### config.mk
export PLATFORM = sky130hd
export DESIGN_NAME = exerion_input_cond_flat
export DESIGN_NICKNAME = d
export VERILOG_FILES = /design/src/rtl/exerion_input_pkg.sv /design/src/rtl/exerion_input_cond_if.sv /design/src/rtl/exerion_ms_tick.sv /design/src/rtl/exerion_input_cond.sv /design/src/flat_wrapper.sv
export SDC_FILE = /design/constraint.sdc
export NUM_CORES = 1
export LEC_CHECK = 0
export CAP_MARGIN = 20
export CORE_MARGIN = 5
export CORE_UTILIZATION = 45
export CTS_BUF_LIST = sky130_fd_sc_hd__clkbuf_8
export CTS_CLUSTER_DIAMETER = 30
export DETAILED_ROUTE_END_ITERATION = 10
export PLACE_DENSITY = 0.62
export SLEW_MARGIN = 20
export SYNTH_ARGS = -nofsm -noshare
export SYNTH_HDL_FRONTEND = slang
export SYNTH_SLANG_ARGS = --single-unit
### constraint.sdc
create_clock -name clk_sys -period 2.9 [get_ports clk_sys]
set_input_delay 0.87 -clock clk_sys [delete_from_list [all_inputs] [get_ports clk_sys]]
set_output_delay 0.87 -clock clk_sys [all_outputs]
set_load 0.01 [all_outputs]
### src/rtl/exerion_input_pkg.sv
// Shared definitions for the Exerion input conditioner.
//  - bit positions of joy_in and controls_n
//  - coin FSM and opposing-direction selector state types
//  - helpers: max3 for counter sizing and socd_next for direction arbitration
package exerion_input_pkg;

   // joy_in bit positions (active-high)
   localparam int unsigned J_RIGHT    = 0;
   localparam int unsigned J_LEFT     = 1;
   localparam int unsigned J_DOWN     = 2;
   localparam int unsigned J_UP       = 3;
   localparam int unsigned J_FIRE     = 4;
   localparam int unsigned J_FASTFIRE = 5;
   localparam int unsigned J_START1   = 6;
   localparam int unsigned J_START2   = 7;
   localparam int unsigned J_COIN     = 8;
   localparam int unsigned J_PAUSE    = 9;

   // controls_n bit positions (active-low)
   localparam int unsigned C_RIGHT  = 0;
   localparam int unsigned C_LEFT   = 1;
   localparam int unsigned C_DOWN   = 2;
   localparam int unsigned C_UP     = 3;
   localparam int unsigned C_SHOOT  = 4;
   localparam int unsigned C_SHOOT2 = 5;
   localparam int unsigned C_START1 = 6;
   localparam int unsigned C_START2 = 7;
   localparam int unsigned C_COIN   = 8;

   typedef enum logic [1:0] {COIN_IDLE, COIN_ON, COIN_OFF} coin_state_e;

   // Which member of an opposing pair is currently driven (A = first input).
   typedef enum logic [1:0] {SOCD_NONE, SOCD_A, SOCD_B} socd_sel_e;

   function automatic int unsigned max3(input int unsigned a, input int unsigned b,
                                        input int unsigned c);
      int unsigned m;
      m = (a > b) ? a : b;
      return (m > c) ? m : c;
   endfunction

   // Most recent press wins; simultaneous presses cancel until one is released.
   function automatic socd_sel_e socd_next(input socd_sel_e cur, input logic a, input logic b,
                                           input logic a_rise, input logic b_rise);
      socd_sel_e nxt;
      nxt = cur;
      if (a && b) begin
         if (a_rise && !b_rise)      nxt = SOCD_A;
         else if (b_rise && !a_rise) nxt = SOCD_B;
         else if (a_rise && b_rise)  nxt = SOCD_NONE;
      end else if (a) begin
         nxt = SOCD_A;
      end else if (b) begin
         nxt = SOCD_B;
      end else begin
         nxt = SOCD_NONE;
      end
      return nxt;
   endfunction

endpackage

### src/rtl/exerion_input_cond_if.sv
// Joystick-to-core control bundle.
//  joy_in[9:0]     raw joystick bits, active-high
//  pause_cpu       core paused
//  controls_n[8:0] conditioned CONTROLS bus, active-low
//  coin_busy       coin sequencer still working
interface exerion_input_cond_if;
   logic [9:0] joy_in;
   logic       pause_cpu;
   logic [8:0] controls_n;
   logic       coin_busy;

   modport master (output joy_in, output pause_cpu, input controls_n, input coin_busy);
   modport slave  (input joy_in, input pause_cpu, output controls_n, output coin_busy);
endinterface

### src/rtl/exerion_ms_tick.sv
// Millisecond prescaler.
//  clk_sys  system clock
//  reset    asynchronous active-high reset
//  en       advance enable (count holds while low)
//  ms_tick  high for one cycle every CLK_HZ/1000 enabled cycles
module exerion_ms_tick #(
   parameter int unsigned CLK_HZ = 20_000_000
) (
   input  logic clk_sys,
   input  logic reset,
   input  logic en,
   output logic ms_tick
);
   localparam int unsigned DIV = (CLK_HZ / 1000 < 2) ? 2 : CLK_HZ / 1000;
   localparam int unsigned PW  = $clog2(DIV);
   localparam logic [PW-1:0] LAST = PW'(DIV - 1);
   localparam logic [PW-1:0] ONE  = PW'(1);

   logic [PW-1:0] cnt_q, cnt_d;

   always_comb begin
      cnt_d   = cnt_q;
      ms_tick = 1'b0;
      if (en) begin
         if (cnt_q == LAST) begin
            cnt_d   = '0;
            ms_tick = 1'b1;
         end else begin
            cnt_d = cnt_q + ONE;
         end
      end
   end

   always_ff @(posedge clk_sys or posedge reset) begin
      if (reset) cnt_q <= '0;
      else       cnt_q <= cnt_d;
   end
endmodule

### src/rtl/exerion_input_cond.sv
// Conditions MiSTer joystick bits into the active-low CONTROLS bus of exerion_fpga.
//  clk_sys  system clock
//  reset    asynchronous active-high reset
//  io       slave side of exerion_input_cond_if (joy_in, pause_cpu -> controls_n, coin_busy)
// Coin pulse shaping with a saturating queue, Fast Fire autofire, opposing-direction
// resolution and output blanking while paused.
module exerion_input_cond
   import exerion_input_pkg::*;
#(
   parameter int unsigned CLK_HZ      = 20_000_000,
   parameter int unsigned COIN_ON_MS  = 50,
   parameter int unsigned COIN_OFF_MS = 50,
   parameter int unsigned COIN_QUEUE  = 3,
   parameter int unsigned AUTOFIRE_MS = 33
) (
   input logic                  clk_sys,
   input logic                  reset,
   exerion_input_cond_if.slave  io
);
   localparam int unsigned CW = $clog2(max3(COIN_ON_MS, COIN_OFF_MS, AUTOFIRE_MS) + 1);
   localparam int unsigned QW = $clog2(COIN_QUEUE + 1);
   localparam logic [CW-1:0] ON_N   = CW'(COIN_ON_MS);
   localparam logic [CW-1:0] OFF_N  = CW'(COIN_OFF_MS);
   localparam logic [CW-1:0] AF_N   = CW'(AUTOFIRE_MS);
   localparam logic [CW-1:0] C_ONE  = CW'(1);
   localparam logic [QW-1:0] Q_MAX  = QW'(COIN_QUEUE);
   localparam logic [QW-1:0] Q_ONE  = QW'(1);

   logic [8:0]  joy, rise, prev_q;
   logic        pause, tick, q_inc, q_dec;
   logic        unused_pause_btn;
   coin_state_e state_q, state_d;
   socd_sel_e   lr_q, lr_d, ud_q, ud_d;
   logic [CW-1:0] cnt_q, cnt_d, af_cnt_q, af_cnt_d;
   logic [QW-1:0] q_q, q_d;
   logic        phase_q, phase_d;
   logic [8:0]  ctl_q, ctl_d;

   // The pause button is consumed by the pause block upstream.
   assign unused_pause_btn = io.joy_in[J_PAUSE];
   assign joy   = io.joy_in[8:0];
   assign pause = io.pause_cpu;
   assign rise  = joy & ~prev_q;

   exerion_ms_tick #(.CLK_HZ(CLK_HZ)) u_tick (
      .clk_sys (clk_sys),
      .reset   (reset),
      .en      (~pause),
      .ms_tick (tick)
   );

   // Coin queue: a full queue drops the edge; the IDLE->ON pop is held off while paused.
   always_comb begin
      q_inc = rise[J_COIN] && (q_q != Q_MAX);
      q_dec = (state_q == COIN_IDLE) && (q_q != '0) && !pause;
      q_d   = q_q;
      if (q_inc && !q_dec)      q_d = q_q + Q_ONE;
      else if (q_dec && !q_inc) q_d = q_q - Q_ONE;
   end

   // Coin FSM. A phase ends on the tick seen with the counter already at N,
   // so each phase lasts N..N+1 ms from entry.
   always_comb begin
      state_d = state_q;
      cnt_d   = cnt_q;
      case (state_q)
         COIN_IDLE: if (q_dec) begin
            state_d = COIN_ON;
            cnt_d   = '0;
         end
         COIN_ON: if (tick) begin
            if (cnt_q == ON_N) begin
               state_d = COIN_OFF;
               cnt_d   = '0;
            end else begin
               cnt_d = cnt_q + C_ONE;
            end
         end
         COIN_OFF: if (tick) begin
            if (cnt_q == OFF_N) begin
               state_d = COIN_IDLE;
               cnt_d   = '0;
            end else begin
               cnt_d = cnt_q + C_ONE;
            end
         end
         default: begin
            state_d = COIN_IDLE;
            cnt_d   = '0;
         end
      endcase
   end

   // Autofire. The toggling tick counts as the first tick of the next half-period,
   // giving exactly AUTOFIRE_MS ticks per half-period after the first one.
   always_comb begin
      phase_d  = phase_q;
      af_cnt_d = af_cnt_q;
      if (rise[J_FASTFIRE]) begin
         phase_d  = 1'b1;
         af_cnt_d = '0;
      end else if (joy[J_FASTFIRE] && tick) begin
         if (af_cnt_q == AF_N) begin
            phase_d  = ~phase_q;
            af_cnt_d = C_ONE;
         end else begin
            af_cnt_d = af_cnt_q + C_ONE;
         end
      end
   end

   always_comb begin
      lr_d  = socd_next(lr_q, joy[J_RIGHT], joy[J_LEFT], rise[J_RIGHT], rise[J_LEFT]);
      ud_d  = socd_next(ud_q, joy[J_UP], joy[J_DOWN], rise[J_UP], rise[J_DOWN]);
      ctl_d = '1;
      if (!pause) begin
         ctl_d[C_RIGHT]  = ~(lr_d == SOCD_A);
         ctl_d[C_LEFT]   = ~(lr_d == SOCD_B);
         ctl_d[C_UP]     = ~(ud_d == SOCD_A);
         ctl_d[C_DOWN]   = ~(ud_d == SOCD_B);
         ctl_d[C_SHOOT]  = ~(joy[J_FIRE] | (joy[J_FASTFIRE] & phase_d));
         ctl_d[C_SHOOT2] = ~joy[J_FASTFIRE];
         ctl_d[C_START1] = ~joy[J_START1];
         ctl_d[C_START2] = ~joy[J_START2];
         ctl_d[C_COIN]   = ~(state_d == COIN_ON);
      end
   end

   always_ff @(posedge clk_sys or posedge reset) begin
      if (reset) begin
         prev_q   <= '0;
         state_q  <= COIN_IDLE;
         cnt_q    <= '0;
         q_q      <= '0;
         phase_q  <= 1'b1;
         af_cnt_q <= '0;
         lr_q     <= SOCD_NONE;
         ud_q     <= SOCD_NONE;
         ctl_q    <= '1;
      end else begin
         prev_q   <= joy;
         state_q  <= state_d;
         cnt_q    <= cnt_d;
         q_q      <= q_d;
         phase_q  <= phase_d;
         af_cnt_q <= af_cnt_d;
         lr_q     <= lr_d;
         ud_q     <= ud_d;
         ctl_q    <= ctl_d;
      end
   end

   assign io.controls_n = ctl_q;
   assign io.coin_busy  = (state_q != COIN_IDLE) || (q_q != '0);
endmodule

### src/flat_wrapper.sv
// flat-port wrapper written by rule: the top's interface ports become plain ports
module exerion_input_cond_flat import exerion_input_pkg::*;
#(
   parameter int unsigned CLK_HZ      = 20_000_000,
   parameter int unsigned COIN_ON_MS  = 50,
   parameter int unsigned COIN_OFF_MS = 50,
   parameter int unsigned COIN_QUEUE  = 3,
   parameter int unsigned AUTOFIRE_MS = 33
)
  (clk_sys, reset, io_joy_in, io_pause_cpu, io_controls_n, io_coin_busy);
  exerion_input_cond_if io_i ();
  input logic clk_sys;
  input logic reset;
  input wire logic [$bits(io_i.joy_in)-1:0] io_joy_in;
  input wire logic [$bits(io_i.pause_cpu)-1:0] io_pause_cpu;
  output wire logic [$bits(io_i.controls_n)-1:0] io_controls_n;
  output wire logic [$bits(io_i.coin_busy)-1:0] io_coin_busy;
  assign io_i.joy_in = io_joy_in;
  assign io_i.pause_cpu = io_pause_cpu;
  assign io_controls_n = io_i.controls_n;
  assign io_coin_busy = io_i.coin_busy;
  exerion_input_cond #(.CLK_HZ(CLK_HZ), .COIN_ON_MS(COIN_ON_MS), .COIN_OFF_MS(COIN_OFF_MS), .COIN_QUEUE(COIN_QUEUE), .AUTOFIRE_MS(AUTOFIRE_MS)) u_core (.clk_sys(clk_sys), .reset(reset), .io(io_i));
endmodule
==> key figures <==
Hold path
  – Tightest Hold Check Type: flop to flop

STA
  – Worst rel slew slack: between 50% and 60%
  – Final cycle utilization of the critical path: a little under 90%
  – Setup Viol. Count Final: 0
  – Minimum clock period: between 2 and 3 ns
  – Slew @ Worst Pin: ~0.66 ns
  – FMAX: 391 MHz
  – Max-slew violations: 0
  – Final Hold Fails: 0
  – Setup TNS: 0 ns
  – Skew final: 0.00461 ns
  – Unrepaired setup endpoints after global routing: no

CTS
  – # hold bufs at CTS: 0
  – CTS tree: yes
  – Skew-Pair Late Insertion Delay: about 0.29 ns
  – Clk pin slew, worst setup/hold paths: around 0.08 ns
  – Clock sinks: between 50 and 60
  – Post-CTS setup buffer count: 0
  – H-tree levels: 2
  – Bufs on Longest Clock Path: 2
  – TritonCTS Buffers: 5
  – Root Driver: clkbuf_8
  – Post-CTS Resized: 0

Global routing
  – Vias in the first global route: 1714
  – Tot GR Track Use: 13.3%
  – Total gr overflow: 0
  – First-pass GRT wire length: 7670 um
  – Global route hottest layer: met2
  – Met1 layer usage reported by global route: roughly 17%
  – Largest net degree at the start of global routing: 27
  – Initial antenna violation count: 0
  – Met3 usage in global routing: around 3.8%
  – Grt met2 use: a little over a fifth

Synthesis
  – Sequential fraction of the synthesis area: a little over half
  – Post-synth EDFFs: 0
  – Netlist cell types: 40
  – Seq cells post-synth: between 50 and 60
  – Syn nets: approximately 260
  – Synth warnings: 0
  – Syn Std Cell Area: between 2000 and 2500 um^2
  – Primary FF master, synth: dfrtp_1
  – Post-Syn Instances: between 200 and 250
  – Async S/R FF share, synth: 100%
  – Syn_area_per_cell: a little over 10 um^2

Cells and area
  – Register area: around 1300 um^2
  – Fin area: 2890 um^2
  – Ant. Diodes: 0
  – Number of fillers in the final layout: between 400 and 500
  – Nets: 290
  – Synth-to-Final Area Change: 18.5%
  – Commonest non-fill, non-tap cell in the layout: dfrtp_1
  – Most frequent cells in the layout: 41 x dfrtp_1, 21 x clkdlybuf4s50_1, 18 x nor2_1, 18 x o21ai_0, 16 x inv_1
  – Multi-input combinational cell area: 1080 um^2
  – Layout cells sized above 1: 12.7%

Detailed routing
  – Post-DRT Antenna Nets: 0
  – Vias/cell: between 5 and 6
  – DRT iter0 DRCs: 57
  – DR pass1 iterations: 4
  – DR vias: between 1500 and 2000
  – Avg WL per Cell: around 13 um
  – DRC viols: 0
  – Final Routed Wirelength: approximately 4300 um

Setup path
  – CP peak stage delay: 0.54 ns
  – WP buf/inv: 1
  – CP endpoint kind: flop
  – Crit-path slowest cell: or4_4
  – Worst setup path class: input pin to flop
  – CP Launch Type: input pin
  – CP required: 3.11 ns
  – Critical Path, Cell by Cell: clkdlybuf4s50_1, nand4b_1, or4_4, a21o_1, or2_1, o31ai_2
  – CP max FO: 5
  – Top cell family by delay on the critical path: simple AND/OR/NAND/NOR gates
  – WP data arrival: ~2.8 ns

Die
  – Chip width: between 80 and 90 um
  – Die Height: about 84 um
  – CORE AREA: ~5200 um^2
  – Num ports: 23
  – Initial core utilization: between 40% and 50%
  – Cell Rows: 26
  – Total Die Area: around 7000 um^2

Placement
  – Dpl cell area: roughly 2800 um^2
  – IO buf count: 21
  – Final HPWL from detailed placement: just over 3000 um
  – GP Congestion: approximately 0.79

Power and ir drop
  – PD cells: about 630 nW/um^2
  – Static Leak: between 0.001 and 0.0015 uW
  – Worst VDD drop: 360 uV

Run
  – Max cap viols: 0

Run status
  – Status: complete, no violations
-- synth_stat cells (3+ instances only) --
master	instances	area share, %
a21oi_1	9	1.8
a211oi_1	4	1.2
a21boi_0	4	1.2
and3_1	7	1.8
o41ai_1	3	1.1
ha_1	10	5.1
dfstp_2	10	11
inv_1	16	2.5
nand3_1	14	2.9
nor2_1	18	2.8
nor3_1	3	0.62
o21ai_0	18	3.7
o21ai_1	3	0.62
nor2b_1	4	1.0
or3b_2	3	1.1
dfrtp_1	41	42
clkbuf_1	3	0.46
o31ai_1	5	1.5
nand2b_1	4	1.0
xor2_1	9	3.2
nand2_1	14	2.2
xnor2_1	9	3.2
-- through the flow --
stage | instances | hold WS [ns] | worst slack (ns) | power (uW) | utilization, %
floorplan | 235 | 0.446 | 0.430 | 1260 | -
detailed placement | 330 | 0.465 | 0.00159 | 1420 | 54.1
global route | 338 | 0.497 | 0.265 | 1950 | 55.8
finish | 338 | 0.481 | 0.343 | 1810 | 55.8
global placement | 330 | 0.460 | 0.0417 | 1410 | 54.1
CTS | 338 | 0.481 | 0.341 | 1830 | 55.8
-- final timing paths --
| kind | from | endpoint | slack, ns | cells past startpoint |
|---|---|---|---|---|
| min in group asynchronous | reset | u_core.af_cnt_q[4] | 0.94 | 2 |
| max in group asynchronous | reset | u_core.phase_q | 1.37 | 3 |
| worst min-delay path | u_core.u_tick.cnt_q[4] | u_core.u_tick.cnt_q[4] | 0.48 | 1 |
| worst max register to register | u_core.u_tick.cnt_q[0] | u_core.cnt_q[5] | 0.48 | 6 |
| worst max-delay path | io_pause_cpu | u_core.cnt_q[5] | 0.34 | 6 |
| worst min register to register | u_core.u_tick.cnt_q[4] | u_core.u_tick.cnt_q[4] | 0.48 | 1 |
-- power breakdown --
group          internal, uW  switching (uW)
registers               825            96.9
clock network           189             216
logic                   234             248
-- area by class of cell --
cell class	instances	share of cell area (%)
Sequential cell	51	44.6
Timing Repair Buffer	29	9.79
Clock inverter	2	0.303
Inverter	16	2.08
Multi-Input combinational cell	164	37.3
Tap cell	70	3.03
Clock buffer	6	2.86
-- kinds of logic after synthesis --
logic type,after synthesis,synth area share (%)
adder cells (fa/ha/maj),10,5.14
AND/OR/NAND/NOR,83,18.5
multiplexers,2,0.822
flip-flops,51,52.9
buffers and inverters,20,3.13
XOR/XNOR,18,6.47
AO/OA/AOI/OAI,51,13.0
-- layer usage --
metal / wire length [um] / vias up
met1: 2100 / 837
met2: 1880 / 40
met4: 51 / 0
met5: 0 / -
li1: - / 889
met3: 224 / 7
-- sequential cells by signal (all words and copies together), names as in the netlist --
signal	cells
u_core.af_cnt_q	6
u_core.cnt_q	6
u_core.io.controls_n	9
u_core.lr_q	2
u_core.phase_q	1
u_core.prev_q	6
u_core.q_q	2
u_core.state_q	2
u_core.u_tick.cnt_q	15
u_core.ud_q	2
-- worst register-to-register path, stage by stage (launching register included) --
cell     delay (ns)
dfrtp_1        0.42
ha_1           0.24
or4bb_1        0.47
or4_4          0.48
a21o_1         0.24
or2_1          0.26
o31ai_2        0.22
Note: power is estimated with default switching activity, not from simulation.
